==> src/rtl/regfile_write_arbiter.sv <==
// regfile_write_arbiter
// Shares the register file's single write port between an ALU writeback
// requester (A) and a memory-load writeback requester (B). Each side has a
// one-entry holding buffer. The write port is driven from registers so it is
// stable when the register file commits on the falling edge.
// Optional feature: define REGARB_HAZARD_EN to enable the read-after-write
// hazard outputs; otherwise hazard1/hazard2 are tied low.

module regfile_write_arbiter #(
    parameter int DATA_W = 32,
    parameter int ADDR_W = 5
) (
    input  logic              clk,
    input  logic              rst_n,
    input  logic              a_valid,
    output logic              a_ready,
    input  logic [ADDR_W-1:0] a_reg,
    input  logic [DATA_W-1:0] a_data,
    input  logic              b_valid,
    output logic              b_ready,
    input  logic [ADDR_W-1:0] b_reg,
    input  logic [DATA_W-1:0] b_data,
    output logic              RegWrite,
    output logic [ADDR_W-1:0] wreg,
    output logic [DATA_W-1:0] wdata,
    input  logic [ADDR_W-1:0] rd_reg1,
    input  logic [ADDR_W-1:0] rd_reg2,
    output logic              hazard1,
    output logic              hazard2,
    output logic [15:0]       conflict_cnt
);

    logic              a_full;
    logic [ADDR_W-1:0] a_reg_q;
    logic [DATA_W-1:0] a_data_q;
    logic              b_full;
    logic [ADDR_W-1:0] b_reg_q;
    logic [DATA_W-1:0] b_data_q;
    logic              last;
    logic              grant_a;
    logic              grant_b;
    logic              a_take;
    logic              b_take;

    // Pick a winner: a lone full buffer wins, a tie goes to whoever was not granted last
    always_comb begin
        grant_a = 1'b0;
        grant_b = 1'b0;
        if (a_full && b_full) begin
            grant_a = last;
            grant_b = !last;
        end else begin
            grant_a = a_full;
            grant_b = b_full;
        end
    end

    // A buffer can take a new request when empty or when it is draining this cycle
    assign a_ready = !a_full || grant_a;
    assign b_ready = !b_full || grant_b;

    // Requests to register 0 are accepted but dropped here
    assign a_take = a_valid && a_ready && (a_reg != '0);
    assign b_take = b_valid && b_ready && (b_reg != '0);

    // Requester A holding buffer
    always_ff @(posedge clk or negedge rst_n) begin
        if (!rst_n) begin
            a_full   <= 1'b0;
            a_reg_q  <= '0;
            a_data_q <= '0;
        end else if (a_take) begin
            a_full   <= 1'b1;
            a_reg_q  <= a_reg;
            a_data_q <= a_data;
        end else if (grant_a) begin
            a_full   <= 1'b0;
        end
    end

    // Requester B holding buffer
    always_ff @(posedge clk or negedge rst_n) begin
        if (!rst_n) begin
            b_full   <= 1'b0;
            b_reg_q  <= '0;
            b_data_q <= '0;
        end else if (b_take) begin
            b_full   <= 1'b1;
            b_reg_q  <= b_reg;
            b_data_q <= b_data;
        end else if (grant_b) begin
            b_full   <= 1'b0;
        end
    end

    // Registered write port and round-robin pointer (last=1 means B went last, so A wins a tie)
    always_ff @(posedge clk or negedge rst_n) begin
        if (!rst_n) begin
            RegWrite <= 1'b0;
            wreg     <= '0;
            wdata    <= '0;
            last     <= 1'b1;
        end else if (grant_a) begin
            RegWrite <= 1'b1;
            wreg     <= a_reg_q;
            wdata    <= a_data_q;
            last     <= 1'b0;
        end else if (grant_b) begin
            RegWrite <= 1'b1;
            wreg     <= b_reg_q;
            wdata    <= b_data_q;
            last     <= 1'b1;
        end else begin
            RegWrite <= 1'b0;
        end
    end

    // Saturating count of cycles where both requesters were waiting
    always_ff @(posedge clk or negedge rst_n) begin
        if (!rst_n) begin
            conflict_cnt <= '0;
        end else if (a_full && b_full && (conflict_cnt != 16'hFFFF)) begin
            conflict_cnt <= conflict_cnt + 16'd1;
        end
    end

`ifdef REGARB_HAZARD_EN
    assign hazard1 = (rd_reg1 != '0) &&
                     ((a_full && (a_reg_q == rd_reg1)) ||
                      (b_full && (b_reg_q == rd_reg1)) ||
                      (RegWrite && (wreg == rd_reg1)));
    assign hazard2 = (rd_reg2 != '0) &&
                     ((a_full && (a_reg_q == rd_reg2)) ||
                      (b_full && (b_reg_q == rd_reg2)) ||
                      (RegWrite && (wreg == rd_reg2)));
`else
    logic unused_rd;
    assign unused_rd = ^{rd_reg1, rd_reg2};
    assign hazard1   = 1'b0;
    assign hazard2   = 1'b0;
`endif

endmodule

==> config.mk <==
export PLATFORM = sky130hd
export DESIGN_NAME = regfile_write_arbiter
export DESIGN_NICKNAME = d
export VERILOG_FILES = /design/src/rtl/regfile_write_arbiter.sv
export SDC_FILE = /design/constraint.sdc
export NUM_CORES = 1
export LEC_CHECK = 0
export ABC_AREA = 1
export BUFFER_PORTS_ARGS = -buffer_cell sky130_fd_sc_hd__buf_4
export CAP_MARGIN = 20
export CORE_ASPECT_RATIO = 1.4
export CORE_MARGIN = 2
export CORE_UTILIZATION = 45
export DETAILED_ROUTE_END_ITERATION = 16
export GPL_TIMING_DRIVEN = 0
export PLACE_DENSITY = 0.7
export SLEW_MARGIN = 30
export SYNTH_ARGS = -nofsm -noshare
export SYNTH_HDL_FRONTEND = slang
export SYNTH_SLANG_ARGS = --single-unit
==> constraint.sdc <==
create_clock -name clk -period 1.42 [get_ports clk]
set_input_delay 0.071 -clock clk [delete_from_list [all_inputs] [get_ports clk]]
set_output_delay 0.071 -clock clk [all_outputs]
set_load 0.03 [all_outputs]
==> impl_results.md, run 1 <==
* Die Height at 139 um
* DRT Pass-1 Iters at 5
* Fin crit period at 1.39 ns
* Synth Area in Compound Gates at 11.5%
* Static Leak at 4.44 nW
* Sw Share at 37.1%
* Overall Power at 0.0166 W
* Mapped Cells at 683
* #FFs+latches synth at 131
* Mux cell area share after synthesis at 0%
* Post-DP HPWL at roughly 11000 um
* Die Area at 14000 um^2
* Core Area at 12800 um^2
* Crit path max fanout at 10
* CTS sink count at roughly 130
* H-tree depth at 4
* Design area at 8780 um^2
* Clock Latency Late Sink at 0.41 ns
* Seq/Total Area, Yosys at 55.9%
* Number of synthesis warnings at 0
* First-pass GRT wire length at 27300 um
* Largest net degree at the start of global routing at 73
* Simple-gate share of the synthesized area at 19.3%
* Max-cap violations at 0
* Int Pwr at 0.0105 W
* Final Net Count at between 1k and 1.5k
* Share of cells above drive strength 1 at 27.0%
* Post-Place Cell Area at ~7100 um^2
* Synth top area cells: dfrtp_1 (55%), nand2_1 (12%), inv_1 (7.7%)
* Post-synthesis adder-cell area fraction at 0.213%
* CTS Root Cell: clkbuf_16
* Drt first-iter violations at between 200 and 300
* Final period util at 98.0%
* Clock transition at the registers of the reported paths at 0.06 ns
* Clock Skew at 0.00801 ns
* CTS buffer count at 17
* Post-synthesis async set-or-reset flop share at 100%
* Sequential power share at 34.7%
* Clock share of power at 28.4%
* GRT overflow at 0
* Pwr/cell area at 1900 nW/um^2
* Post-Synth XOR/XNOR Area at 1.20%
* Comb power frac at 36.9%
* Vias in the first global route at approximately 5.7k
* Residual DRC at 0
* Worst Hold Class: in -> async
* IO Port Bufs at approximately 130
* RSZ-0062 raised after global routing: yes
* Endpoints failing hold at 0
* EDFF count, synth at 0
* Top cell type's share of synthesized area at 55.5%
* Gr usage total at 24.9%
* Filler instances at 908
* Avg Vias per Cell at a little under 5
* Top FF cell, synth: dfrtp_1
* Most frequent cells after synthesis: nand2_1 (182), dfrtp_1 (130), inv_1 (121)
* DP Cell Count at 971
* Count of antenna-violating nets left after detailed routing at 0
* Final std cells w/o fill at 1089
* Syn_area_per_cell at 8.58 um^2
* Relative slew slack at a little over three fifths
* Ports at about 150
* Final core occ at between 60% and 70%
* Max Clk Rate at 719 MHz
* WL final at 16800 um
* Worst Setup Start Kind: flop
* Row count at 49
* Initial antenna violation count at 0
* Final setup fails at 0
* Area leader, netlist: dfrtp_1
* Peak VDD IR at 1320 uV
* DR vias at 5414
* Die X at roughly 100 um
* Crit. End Element: flop
* Area delta synth->final at 49.8%
* Final hold slack at 0.213 ns
* Psw at 0.00617 W
* Area of the mapped netlist at ~5900 um^2
* Distinct cells, synth at 29
* Most frequent cell after synthesis: nand2_1
* Initial core utilization at 45.7%
* Worst Tran Pin Value at 0.556 ns
* Antenna diode count at 0
* Critical path arrival at approximately 1.7 ns
* R2R depth at 7
* Max Slew Vio Count at 0
* Crit path kind: reg -> reg
* CTS tree: built
* Clock Path Buffers at 2
* GP Congestion at about 0.90
* Status: completed
* WL/cell at around 15 um
* Req. time, crit path at 1.71 ns
* Largest family of logic cells by synthesized area: simple AND/OR/NAND/NOR gates
routing by layer:
metal | GRT usage [%] | share of wire [%]
met1 | 29.8 | 39
met2 | 43.5 | 53
met3 | 4.39 | 4.3
met4 | 10.9 | 3.1
met5 | 0 | 0
path summary, 6_finish.rpt:
kind	to	slack (ns)	from
setup reg to reg	a_reg_q[4]	0.03	last
min in group clk	b_data_q[26]	0.45	b_data[26]
hold reg to reg	a_data_q[27]	0.48	a_data_q[27]
setup / recovery	a_reg_q[4]	0.03	last
hold / removal	wdata[11]	0.21	rst_n
max in group asynchronous	conflict_cnt[10]	0.50	rst_n
sequential cells by signal, summed over array words and instances, names as in the netlist:
register      flops
wdata            32
a_data_q         32
b_data_q         32
last              1
conflict_cnt     16
b_full            1
a_reg_q           5
a_full            1
b_reg_q           5
RegWrite          1
wreg              5
repair_timing:
item	4_1_cts	5_1_grt
hold endpoints to repair	144	0
pin swaps	3	2
hold buffers	77	0
endpoints found under the setup margin	93	104
gates cloned	1	0
resized for setup	19	50
setup buffers	5	4
power groups by stage:
stage | sequential, W | combinational [W] | clock, W
floorplan | 0.00673 | 0.00243 | 0
finish | 0.00578 | 0.00613 | 0.00473
global placement | 0.00579 | 0.00539 | 0
global route | 0.00591 | 0.00667 | 0.00493
detailed placement | 0.00582 | 0.00554 | 0
CTS | 0.00576 | 0.00597 | 0.00477
layout by cell type, fill, tap and decap left out, types with 2 or more instances in the layout:
cell / instances
a21oi_1: 2
buf_2: 6
buf_4: 153
buf_6: 13
buf_8: 2
bufinv_16: 4
clkbuf_1: 2
clkbuf_16: 17
clkbuf_4: 2
clkbuf_8: 3
clkinvlp_4: 3
conb_1: 2
dfrtp_1: 118
dfrtp_2: 12
dlygate4sd3_1: 77
inv_1: 121
inv_2: 3
inv_6: 3
nand2_1: 180
nand2_2: 2
nand2_4: 4
nand3_1: 48
nand3_2: 2
nand4_1: 7
nor2_1: 10
nor2_2: 5
nor2_4: 2
o211ai_1: 37
o21ai_0: 10
o21ai_1: 59
o21ai_2: 7
xnor2_1: 8
cells by family after synthesis:
logic type / after synthesis
simple gates: 265
buf+inv: 161
flops: 131
compound gates: 116
xor+xnor: 8
fa+ha+maj: 1
other cells: 1
cell type report:
cell class / count / area [um^2] / share of cell area [%]
Sequential cell: 131 / 3290 / 37.5
Multi-Input combinational cell: 392 / 2000 / 22.8
Timing Repair Buffer: 221 / 1880 / 21.4
Inverter: 125 / 474 / 5.40
Clock buffer: 21 / 470 / 5.36
Buffer: 35 / 298 / 3.39
Tap cell: 153 / 191 / 2.18
Clock inverter: 11 / 174 / 1.98
critical path: stages, from the launching register on:
cell,delay [ns]
dfstp_2,0.58
inv_2,0.06
nand2_4,0.09
nand3_2,0.09
buf_6,0.16
buf_6,0.15
nand2_1,0.08
o21ai_1,0.07
through the flow:
step                       TNS [ns]  setup slack [ns]
after floorplan                   0           0.00124
after global placement       -21.20            -0.271
after detailed placement      -3.91            -0.123
after CTS                 -0.000878         -0.000878
after global routing        -0.0786           -0.0193
final                             0            0.0290
No activity file was read; power rests on OpenSTA's default activity.
==> run 2: changes to the inputs <==
==> constraint.sdc (replaced) <==
create_clock -name clk -period 1.42 [get_ports clk]
set_input_delay 0.142 -clock clk [delete_from_list [all_inputs] [get_ports clk]]
set_output_delay 0.142 -clock clk [all_outputs]
set_load 0.03 [all_outputs]
==> impl_results.md, run 2 (synthesis results as in run 1) <==
* Register Area at 3290 um^2
* Area delta synth->final at 48.8%
* Overall Power at 0.0167 W
* Req. time, crit path at 1.28 ns
* Post-DP HPWL at 11100 um
* Static Leak at 4.42 nW
* GR Util met1 at 29.0%
* Crit path kind: reg -> out
* Initial core utilization at a little under half
* Pwr/cell area at ~1900 nW/um^2
* Worst Tran Pin Value at 0.568 ns
* WL final at 16400 um
* Fin crit period at 1.40 ns
* Relative slew slack at 62.1%
* Max Clk Rate at 715 MHz
* Antenna diode count at 0
* Worst Hold Class: in -> reg
* GRT overflow at 0
* Share of cells above drive strength 1 at 27.2%
* H-tree depth at 4
* GP Congestion at 0.904
* WL/cell at 15.3 um
* CTS tree: built
* Residual DRC at 0
* Ports at about 150
* Final setup fails at 0
* Max-cap violations at 0
* Core Area at 12800 um^2
* IO Port Bufs at around 130
* First-pass GRT wire length at 26400 um
* CTS sink count at 131
* Initial antenna violation count at 0
* Filler instances at 925
* Endpoints failing hold at 0
* Clock transition at the registers of the reported paths at approximately 0.06 ns
* DR vias at 5353
* Setup TNS at 0 ns
* Crit path max fanout at 4
* DRT Pass-1 Iters at 4
* Final Net Count at 1000
* RSZ-0062 raised after global routing: yes
* Met2 usage at 42.6%
* Most common cell after layout, fill and taps aside: nand2_1
* Die X at 100 um
* Largest net degree at the start of global routing at 73
* Peak VDD IR at between 1000 and 1500 uV
* Final period util at 98.6%
* Multi-input logic area at 1980 um^2
* Final hold slack at 0.00584 ns
* Met3 Usage GRT at 4.23%
* Most frequent cells in the layout: nand2_1 (180), buf_4 (153), inv_1 (121)
* Die Area at about 14000 um^2
* Biggest regs: a_data_q: 32 flops, b_data_q: 32 flops, wdata: 32 flops
* Die Height at 139 um
* Worst Setup Start Kind: flop
* Global routing's busiest layer: met2
* Drt first-iter violations at 262
* Critical path arrival at 1.26 ns
* Clock Path Buffers at 2
* CTS buffer count at 17
* Count of antenna-violating nets left after detailed routing at 0
* Row count at 49
* Clock Skew at between 0.008 and 0.009 ns
* CTS Root Cell: clkbuf_16
* Avg Vias per Cell at approximately 5
* Status: completed
* Crit. End Element: output pin
* Gr usage total at 24.0%
* Vias in the first global route at 5432
* Clock Latency Late Sink at 0.41 ns
* Max Slew Vio Count at 0
-- run 2: cell types whose count changed in the layout (fill, tap and decap cells not counted), sizes merged --
cell,previous run,this run
dlygate4sd3,77,62
clkbuf,25,27
buf,175,176
-- run 2: path summary, 6_finish.rpt --
kind / slack [ns] / startpoint / endpoint / cells past startpoint
min in group asynchronous: 0.28 / rst_n / wdata[9] / 2
max in group asynchronous: 0.43 / rst_n / conflict_cnt[9] / 3
worst max-delay path: 0.02 / b_full / b_ready / 4
worst min register to register: 0.49 / a_data_q[2] / a_data_q[2] / 2
worst max register to register: 0.04 / b_full / b_data_q[24] / 8
worst min-delay path: 0.006 / b_data[4] / b_data_q[4] / 3
-- run 2: final cells by class --
| class | count | share of cell area [%] |
|---|---|---|
| Buffer | 35 | 3.70 |
| Tap cell | 153 | 2.20 |
| Timing Repair Buffer | 209 | 20.8 |
| Inverter | 125 | 5.41 |
| Clock buffer | 21 | 5.39 |
| Clock inverter | 11 | 1.99 |
| Multi-Input combinational cell | 392 | 22.8 |
| Sequential cell | 131 | 37.8 |
-- run 2: worst max-delay path, cell delays in order, from the launching register on --
cell and delay (ns):
dfrtp_1 0.40, nand2_2 0.11, inv_4 0.05, nand2_2 0.13, buf_6 0.16
-- run 2: through the flow --
stage	cells	worst slack [ns]	area, um^2	utilization (%)
CTS	1071	0.00216	8480	66.2
global placement	970	-0.342	7080	55.3
finish	1077	0.0204	8720	68.1
global route	1077	-0.0423	8720	68.1
floorplan	684	0.00124	5890	-
detailed placement	971	-0.123	7120	55.6
-- run 2: report_power, final --
part	internal (W)	total, W	switching [W]	leakage (nW)
clock network	0.00309	0.00472	0.00163	0.306
logic	0.00249	0.00617	0.00368	2.51
registers	0.00495	0.00577	0.000827	1.60
total	0.0105	0.0167	0.00614	4.42
-- run 2: what timing repair did --
| item | 4_1_cts | 5_1_grt |
|---|---|---|
| resized for setup | 22 | 48 |
| setup buffers | 5 | 4 |
| endpoints found under the setup margin | 95 | 93 |
| hold buffers | 62 | 0 |
| pin swaps | 3 | 5 |
| hold endpoints to repair | 129 | 0 |
| gates cloned | 1 | 3 |
-- run 2: layer usage --
metal  wire (um)  vias to the layer above  share of wire [%]
met5           0                        -                  0
met4         381                        0                2.3
met3         690                       29                4.2
met2        8860                      164                 54
met1        6520                     2557                 40
li1            -                     2603                  -
==> run 3: changes to the inputs <==
- CORE_UTILIZATION: 45 -> 48
- PLACE_DENSITY: 0.7 -> 0.74
==> impl_results.md, run 3 (synthesis results as in run 1) <==
* Most common cell after layout, fill and taps aside: nand2_1
* Met2 usage at 48.4%
* GRT overflow at 0
* Static Leak at about 4.4 nW
* Crit. End Element: flop
* Most common cell on crit path: nand2_1
* Area delta synth->final at 49.2%
* Clock Latency Late Sink at 0.41 ns
* Initial core utilization at 49.3%
* Largest net degree at the start of global routing at 89
* Residual DRC at 0
* GP Congestion at 0.879
* Biggest regs: a_data_q: 32 flops, b_data_q: 32 flops, wdata: 32 flops
* Worst Hold Class: in -> reg
* Worst path cell trace: ha_4 -> nand3_4 -> nor2_4 -> nand2_4 -> nand2_8 -> clkbuf_16 -> nand2_1 -> nand2_1
* Crit path max fanout at 6
* CTS buffer count at 17
* Overall Power at 0.0165 W
* Clock transition at the registers of the reported paths at ~0.06 ns
* Fin crit period at between 1 and 1.5 ns
* Max Slew Vio Count at 0
* Max Clk Rate at 696 MHz
* Endpoints failing hold at 1
* Ports at 146
* Global routing's busiest layer: met2
* DP Cell Count at 965
* Failing checks: hold timing, setup timing
* DRT Pass-1 Iters at 5
* Post-Place Cell Area at 7110 um^2
* Max-cap violations at 0
* Most frequent cells in the layout: nand2_1 (170), buf_4 (155), inv_1 (121)
* Design area at about 8700 um^2
* Initial antenna violation count at 0
* GR Util met1 at 29.7%
* Antenna diode count at 0
* Final core occ at 73.6%
* Critical Path Max Stage Delay at 0.43 ns
* Vias in the first global route at 5906
* Clock Path Buffers at 2
* CTS sink count at roughly 130
* Crit path kind: reg -> reg
* DR vias at 5571
* Clock Skew at 0.00489 ns
* Gr usage total at 26.2%
* Share of cells above drive strength 1 at 29.5%
* Pwr/cell area at between 1500 and 2000 nW/um^2
* Critical path arrival at 1.78 ns
* Die X at 97.4 um
* Worst Setup Start Kind: flop
* Final period util at 101%
* Core Area at 11900 um^2
* Setup ws final at -0.0163 ns
* Post-DP HPWL at about 11000 um
* Row count at 47
* Final std cells w/o fill at ~1.1k
* Count of antenna-violating nets left after detailed routing at 0
* Avg Vias per Cell at about 5
* CTS Root Cell: clkbuf_16
* Final Net Count at 1011
* Met3 Usage GRT at under 10%
* Final hold slack at -0.0000671 ns
* Die Height at 135 um
* Peak VDD IR at 1050 uV
* Die Area at 13100 um^2
* WL final at 17100 um
* Req. time, crit path at 1.77 ns
* First-pass GRT wire length at 27500 um
* Drt first-iter violations at 294
* CTS tree: built
* Status: finished with violations
* Worst path slowest cell: dfrtp_2
* Final setup fails at 4
* IO Port Bufs at 133
* WL/cell at 15.8 um
* RSZ-0062 raised after global routing: yes
* H-tree depth at 4
==> run 3: cell count changes in the layout (fill, tap and decap cells not counted), moves of 3 or more <==
cell / change
buf_6: +7
clkbuf_8: -3
clkinvlp_4: +3
dlygate4sd3_1: +4
nand2_1: -10
nand2_2: +10
o21ai_1: -3
o21ai_2: +5
==> run 3: cell type report <==
cell class / count / area [um^2]
flip-flops and latches: 131 / 3290
fillers: 810 / 3130
multi-input cells: 392 / 2020
repair buffers: 219 / 1870
inverters: 125 / 474
clock buffers: 17 / 425
plain buffers: 36 / 325
well taps: 147 / 184
clock inverters: 15 / 159
==> run 3: what timing repair did <==
action / 4_1_cts / 5_1_grt
hold endpoints to repair: 106 / 0
endpoints found under the setup margin: 68 / 118
pin swaps: 0 / 15
gates cloned: 0 / 2
buffers inserted: 0 / 17
gates resized for setup: 16 / 72
hold buffers: 66 / 0
==> run 3: power breakdown <==
| group | internal [W] | leakage [nW] | switching, W |
|---|---|---|---|
| combinational | 0.00263 | 2.54 | 0.00383 |
| sequential | 0.00495 | 1.60 | 0.000836 |
| clock | 0.00259 | 0.268 | 0.00169 |
| total | 0.0102 | 4.42 | 0.00636 |
==> run 3: critical path, delay by kind of cell (launching register included) <==
| kind | cells | cell delay, ns |
|---|---|---|
| fa+ha+maj | 1 | 0.18 |
| flops | 1 | 0.43 |
| simple gates | 6 | 0.61 |
| buf+inv | 1 | 0.16 |
==> run 3: routing by layer <==
metal,vias to the layer above,part of all wire (%)
met3,52,5.1
met5,-,0
li1,2618,-
met1,2683,37
met2,218,54
met4,0,3.9
==> run 3: stage by stage <==
step | TNS (ns) | setup slack (ns)
3_5_place_dp | -2.17 | -0.0791
6_report | -0.0345 | -0.0163
5_1_grt | -1.21 | -0.0879
2_1_floorplan | 0 | 0.00124
4_1_cts | -0.390 | -0.0332
3_3_place_gp | -28.02 | -0.331
==> run 3: path summary, 6_finish.rpt <==
check / from / slack (ns) / to / cells after the start
setup / recovery: conflict_cnt[0] / -0.02 / conflict_cnt[4] / 8
hold / removal: a_data[5] / -0.00007 / a_data_q[5] / 3
setup reg to reg: conflict_cnt[0] / -0.02 / conflict_cnt[4] / 8
hold reg to reg: a_data_q[7] / 0.48 / a_data_q[7] / 2
max in group asynchronous: rst_n / 0.45 / last / 3
min in group asynchronous: rst_n / 0.22 / conflict_cnt[3] / 2
